## src/rtl/mac_feeder_if.sv

```systemverilog
// mac_feeder_if: operand-pair stream into the mac feeder FIFO
interface mac_feeder_if #(parameter int bw = 8);
    logic          in_valid;
    logic          in_ready;
    logic [bw-1:0] in_a;
    logic [bw-1:0] in_b;
    modport master (output in_valid, in_a, in_b, input in_ready);
    modport slave  (input in_valid, in_a, in_b, output in_ready);
endinterface

```

## src/rtl/mac_feeder.sv

```systemverilog
// mac_feeder: FIFO-buffered operand sequencer running one dot-product job on a downstream mac
module mac_feeder #(
    parameter int bw      = 8,
    parameter int psum_bw = 16,
    parameter int len_bw  = 4,
    parameter int depth   = 4,
    parameter int mac_lat = 1
) (
    input  logic               clk,
    input  logic               reset,
    mac_feeder_if.slave        op,
    input  logic               start,
    input  logic [len_bw-1:0]  len,
    input  logic               fmt,
    output logic               busy,
    output logic               mac_clr,
    output logic [bw-1:0]      A,
    output logic [bw-1:0]      B,
    output logic               acc,
    output logic               format,
    input  logic [psum_bw-1:0] mac_out,
    output logic [psum_bw-1:0] result,
    output logic               result_valid,
    output logic               sat
);
    localparam int aw = $clog2(depth) > 0 ? $clog2(depth) : 1;
    localparam int cw = $clog2(depth + 1);
    localparam int dw = mac_lat > 1 ? $clog2(mac_lat) : 1;

    typedef enum logic [2:0] {IDLE, CLEAR, STREAM, DRAIN, CAPTURE} state_t;

    state_t              state;
    logic [2*bw-1:0]     mem [depth];
    logic [aw-1:0]       wp, rp;
    logic [cw-1:0]       count;
    logic [len_bw-1:0]   len_q, cnt;
    logic [dw-1:0]       dcnt;
    logic                push, pop;
    logic [bw:0]         ca, cb;

    // returns {saturated, converted operand}; -2^(bw-1) has no magnitude, so clamp it
    function automatic logic [bw:0] conv(input logic [bw-1:0] x, input logic sm);
        logic [bw-1:0] n;
        n = -x;
        conv = !sm || !x[bw-1] ? {1'b0, x}
             : x == {1'b1, {(bw-1){1'b0}}} ? {1'b1, {bw{1'b1}}}
             : {2'b01, n[bw-2:0]};
    endfunction

    assign op.in_ready = count != cw'(depth);
    assign push        = op.in_valid && op.in_ready;
    assign pop         = count != '0 && (state == CLEAR || (state == STREAM && cnt != len_q));
    assign busy        = state != IDLE;
    assign ca          = conv(mem[rp][2*bw-1:bw], format);
    assign cb          = conv(mem[rp][bw-1:0], format);

    always_ff @(posedge clk)
        if (push) mem[wp] <= {op.in_a, op.in_b};

    always_ff @(posedge clk or posedge reset)
        if (reset) begin
            state        <= IDLE;
            wp           <= '0;
            rp           <= '0;
            count        <= '0;
            len_q        <= '0;
            cnt          <= '0;
            dcnt         <= '0;
            A            <= '0;
            B            <= '0;
            acc          <= 1'b0;
            format       <= 1'b0;
            mac_clr      <= 1'b0;
            result       <= '0;
            result_valid <= 1'b0;
            sat          <= 1'b0;
        end else begin
            wp           <= wp + aw'(push);
            rp           <= rp + aw'(pop);
            count        <= count + cw'(push) - cw'(pop);
            mac_clr      <= 1'b0;
            result_valid <= 1'b0;
            case (state)
                IDLE: if (start && len != '0) begin
                    len_q   <= len;
                    format  <= fmt;
                    cnt     <= '0;
                    sat     <= 1'b0;
                    mac_clr <= 1'b1;
                    acc     <= 1'b0;
                    A       <= '0;
                    B       <= '0;
                    state   <= CLEAR;
                end
                // the first term leaves on the CLEAR edge; an empty FIFO becomes a zero bubble
                CLEAR, STREAM: if (state == STREAM && cnt == len_q) begin
                    A     <= '0;
                    B     <= '0;
                    acc   <= 1'b1;
                    dcnt  <= '0;
                    state <= DRAIN;
                end else begin
                    A     <= pop ? ca[bw-1:0] : '0;
                    B     <= pop ? cb[bw-1:0] : '0;
                    acc   <= 1'b1;
                    cnt   <= cnt + len_bw'(pop);
                    sat   <= sat | (pop & (ca[bw] | cb[bw]));
                    state <= STREAM;
                end
                DRAIN: if (dcnt == dw'(mac_lat - 1)) begin
                    acc   <= 1'b0;
                    state <= CAPTURE;
                end else begin
                    dcnt  <= dcnt + 1'b1;
                end
                CAPTURE: begin
                    result       <= mac_out;
                    result_valid <= 1'b1;
                    state        <= IDLE;
                end
                default: state <= IDLE;
            endcase
        end
endmodule

```

## src/flat_wrapper.sv

```systemverilog
// flat-port wrapper written by rule: the top's interface ports become plain ports
module mac_feeder_flat 
#(
    parameter int bw      = 8,
    parameter int psum_bw = 16,
    parameter int len_bw  = 4,
    parameter int depth   = 4,
    parameter int mac_lat = 1
)
  (clk, reset, start, len, fmt, busy, mac_clr, A, B, acc, format, mac_out, result, result_valid, sat, op_in_valid, op_in_a, op_in_b, op_in_ready);
  mac_feeder_if #(.bw(bw)) op_i ();
  input  logic clk;
  input  logic reset;
  input  logic start;
  input  logic [len_bw-1:0] len;
  input  logic fmt;
  output logic busy;
  output logic mac_clr;
  output logic [bw-1:0] A;
  output logic [bw-1:0] B;
  output logic acc;
  output logic format;
  input  logic [psum_bw-1:0] mac_out;
  output logic [psum_bw-1:0] result;
  output logic result_valid;
  output logic sat;
  input wire logic [$bits(op_i.in_valid)-1:0] op_in_valid;
  input wire logic [$bits(op_i.in_a)-1:0] op_in_a;
  input wire logic [$bits(op_i.in_b)-1:0] op_in_b;
  output wire logic [$bits(op_i.in_ready)-1:0] op_in_ready;
  assign op_i.in_valid = op_in_valid;
  assign op_i.in_a = op_in_a;
  assign op_i.in_b = op_in_b;
  assign op_in_ready = op_i.in_ready;
  mac_feeder #(.bw(bw), .psum_bw(psum_bw), .len_bw(len_bw), .depth(depth), .mac_lat(mac_lat)) u_core (.clk(clk), .reset(reset), .op(op_i), .start(start), .len(len), .fmt(fmt), .busy(busy), .mac_clr(mac_clr), .A(A), .B(B), .acc(acc), .format(format), .mac_out(mac_out), .result(result), .result_valid(result_valid), .sat(sat));
endmodule
```

## config.mk

```make
export PLATFORM = sky130hd
export DESIGN_NAME = mac_feeder_flat
export DESIGN_NICKNAME = d
export VERILOG_FILES = /design/src/rtl/mac_feeder_if.sv /design/src/rtl/mac_feeder.sv /design/src/flat_wrapper.sv
export SDC_FILE = /design/constraint.sdc
export NUM_CORES = 1
export LEC_CHECK = 0
export ABC_CLOCK_PERIOD_IN_PS = 8100
export CORE_MARGIN = 2
export CORE_UTILIZATION = 57
export CTS_CLUSTER_SIZE = 24
export DETAILED_ROUTE_END_ITERATION = 7
export GPL_TIMING_DRIVEN = 0
export MAX_ROUTING_LAYER = met4
export PLACE_DENSITY = 0.86
export SYNTH_ARGS = -nofsm -noshare
export SYNTH_HDL_FRONTEND = slang
export SYNTH_SLANG_ARGS = --single-unit
export TNS_END_PERCENT = 1
```

## constraint.sdc

```tcl
create_clock -name clk -period 8.1 [get_ports clk]
set_clock_uncertainty 0.2 [all_clocks]
set_input_delay 2.43 -clock clk [delete_from_list [all_inputs] [get_ports clk]]
set_output_delay 2.43 -clock clk [all_outputs]
set_load 0.01 [all_outputs]
```

==> impl_metrics.env <==
export IMPL_port_buffers=79
export IMPL_fp_dieArea_um2=9500
export IMPL_synth_top_area_cell="edfxtp_1"
export IMPL_setup_slack_ns=3.55
export IMPL_die_w_um=97.5
export IMPL_vias_per_cell=5.51
export IMPL_placed_area_um2=5960
export IMPL_tightest_slew_ns=0.944
export IMPL_synthTopCellsByCount="64 x edfxtp_1, 55 x dfrtp_1, 31 x nand2_1, 21 x mux2_2, 14 x inv_1"
export IMPL_synth_top_family_by_area="multiplexers"
export IMPL_status="complete, no violations"
export IMPL_fill_cells=514
export IMPL_stdcell_count=543
export IMPL_worst_setup_path_type="reg2out"
export IMPL_path_clk_slew_ns=0.06
export IMPL_synth_top_cell_area_share=0.386
export IMPL_num_rows=34
export IMPL_core_area_um2=8590
export IMPL_setup_tns_ns=0
export IMPL_slowest_stage="clkdlybuf4s50_1"
export IMPL_root_buffer="clkbuf_8"
export IMPL_grt_pass1_wl_um=16200
export IMPL_whs_ns=0.273
export IMPL_finalSetupViolations=0
export IMPL_post_route_period_util=0.562
export IMPL_n_antenna_cell=0
export IMPL_start_util=0.579
export IMPL_hold_class="reg2reg"
export IMPL_r2r_end="u_core.count[2]$_DFF_PP0_"
export IMPL_synth_xor_area_frac=0.0281
export IMPL_cpPeakStageDelay_ns=0.50
export IMPL_vdd_ir_drop_max_uv=203
export IMPL_layout_drive_gt1_share=0.195
export IMPL_io_pins=80
export IMPL_cts_resized=0
export IMPL_dp_hpwl_um=6540
export IMPL_synthMuxAreaShare=0.124
export IMPL_fmax_mhz=220
export IMPL_yosysUniqueCellTypes=45
export IMPL_period_needed_ns=4.55
export IMPL_p_leak_nw=2.57
export IMPL_synthCells=321
export IMPL_grt_max_degree=42
export IMPL_ys_flop_type="edfxtp_1"
export IMPL_cts_setup_buffers=0
export IMPL_cts_num_sinks=119
export IMPL_num_vias=2993
export IMPL_final_antenna_net_count=0
export IMPL_hold_viol_final=0
export IMPL_hp_start="u_core.A[0]$_DFFE_PP0P_"
export IMPL_cts_tree="built"
export IMPL_r2r_cells=12
export IMPL_critical_path_buf_inv_count=2
export IMPL_yosys_warnings=0
export IMPL_gp_congestion=0.807
export IMPL_cp_max_fo=9
export IMPL_p_per_area_nw_per_um2=407
export IMPL_synth_most_common_cell="edfxtp_1"
export IMPL_synth_area_um2=4980
export IMPL_end_kind="output port"
export IMPL_dr_pass1_iters=4
export IMPL_synthSimpleGateAreaFrac=0.0867
export IMPL_cp_start_kind="flip-flop"
export IMPL_critical_path_top_delay_family="buffers and inverters"
export IMPL_grt_setup_unrepaired="no"
export IMPL_drc=0
export IMPL_die_h_um=97.5
export IMPL_drt_iter0_drc=101
export IMPL_holdBufCountCts=0
export IMPL_worstSetupPathDepth=3
export IMPL_grt_pass1_vias=3274
export IMPL_synth_edf_count=64
export IMPL_crit_chain="clkbuf_1 -> or3_1 -> clkdlybuf4s50_1"
export IMPL_drv_cap=0
export IMPL_hold_depth=2
export IMPL_worstSkewPairLatency_ns=0.52
export IMPL_cp_arrival_ns=1.92
export IMPL_r2r_start="u_core.len_q[3]$_DFFE_PP0P_"
export IMPL_crit_required_ns=5.47
export IMPL_maxSlewHeadroom=0.370
export IMPL_synth_seq_cells=119
export IMPL_nNetsFinal=472
export IMPL_grt_overflow=0
export IMPL_dp_cells=511
export IMPL_pre_cts_ws_ns=3.25
export IMPL_r2r_setup_slack_ns=4.69
export IMPL_syn_num_nets=371
export IMPL_totalWireLength_um=9690
export IMPL_hold_end="u_core.A[0]$_DFFE_PP0P_"
export IMPL_track_usage=0.232
export IMPL_syn_avg_cell_area_um2=15.5
export IMPL_postSynth_asyncResetShare=0.462
export IMPL_grt_antenna_before_repair=0
export IMPL_cts_max_level=4
export IMPL_cts_buffers=17
export IMPL_wl_per_cell_um=17.9
export IMPL_synthTopCellsByArea="edfxtp_1 39%, dfrtp_1 28%, mux2_2 4.7%, mux4_2 4.5%, mux4_1 3.2%"
export IMPL_synth_adder_area_share=0.0241
export IMPL_syn_to_final_growth_pct=31.4
export IMPL_ys_seq_area_frac=0.662
export IMPL_design_area_um2=6540
export IMPL_clockBufferDepth=2
export IMPL_synth_compound_area_frac=0.0518
export IMPL_drv_slew=0
metal layers:
layer | global-route usage | share of wire
met1 | 0.273 | 0.43
met2 | 0.379 | 0.50
met3 | 0.0835 | 0.052
met4 | 0.0726 | 0.016
met5 | - | 0
stage by stage:
step | util | total power (W)
floorplan | - | 0.00157
global placement | 0.687 | 0.00188
detailed placement | 0.694 | 0.00194
CTS | 0.761 | 0.00269
global route | 0.761 | 0.00283
finish | 0.761 | 0.00266
how the worst max path moves through the flow:
stage          slack, ns                          to                   startpoint
2_1_floorplan       3.74  u_core.mem[2][0]$_DFFE_PP_                  op_in_valid
3_3_place_gp        2.53  u_core.mem[2][6]$_DFFE_PP_                  op_in_valid
3_5_place_dp        3.25     u_core.A[1]$_DFFE_PP0P_                       len[0]
4_1_cts             3.53                        busy  u_core.state[2]$_DFFE_PP0P_
5_1_grt             3.41     u_core.A[3]$_DFFE_PP0P_                       len[0]
6_report            3.55                        busy  u_core.state[2]$_DFFE_PP0P_
layout by cell type, fill, tap and decap left out, types with 10 or more instances in the layout:
| cell type | synthesis | final |
|---|---|---|
| clkdlybuf4s50_1 | 0 | 79 |
| inv_1 | 14 | 13 |
| nor2_1 | 13 | 12 |
| edfxtp_1 | 64 | 64 |
| mux2_2 | 21 | 21 |
| clkbuf_16 | 0 | 16 |
| mux4_2 | 10 | 10 |
| nand2_1 | 31 | 31 |
| dfrtp_1 | 55 | 55 |
layout make-up:
type                       count  area (um2)  share of cell area
clock buffer                  17         414              0.0633
timing repair buffer          82         833               0.127
multi-input combinational    179        1580               0.242
inverter                      14        52.6             0.00803
clock inverter                15         166              0.0254
sequential                   119        3300               0.504
buffer                         9        60.1             0.00918
tap                          108         135              0.0207
flip-flops by register name, indices dropped and copies added (netlist names):
signal and flops:
u_core.rp 2, u_core.mem 64, u_core.B 8, u_core.state 3, u_core.sat 1, u_core.count 3, u_core.format 1, u_core.A 8
u_core.result 16, u_core.len_q 4, u_core.wp 2, u_core.acc 1, u_core.result_valid 1, u_core.cnt 4, u_core.mac_clr 1
kinds of logic (layout without fill, tap and decap cells):
kind of cell	after synthesis	in the layout
DFF	119	119
and+or+nand+nor	82	82
muxes	37	37
AOI/OAI and AO/OA	35	35
buffers and inverters	23	137
xor gates and xnor gates	16	16
adders and majority gates	9	9
worst min-delay path, delay by kind of cell, from the launching register on:
kind             cells  cell delay, ns
flip-flops           1            0.34
AND/OR/NAND/NOR      2            0.10
where the power goes:
| group | total (W) | switching [W] | internal (W) |
|---|---|---|---|
| Clock | 0.000726 | 0.000283 | 0.000444 |
| Combinational | 0.00101 | 0.000509 | 0.000497 |
| Sequential | 0.000932 | 0.0000962 | 0.000836 |
No activity file was read; power rests on OpenSTA's default activity.
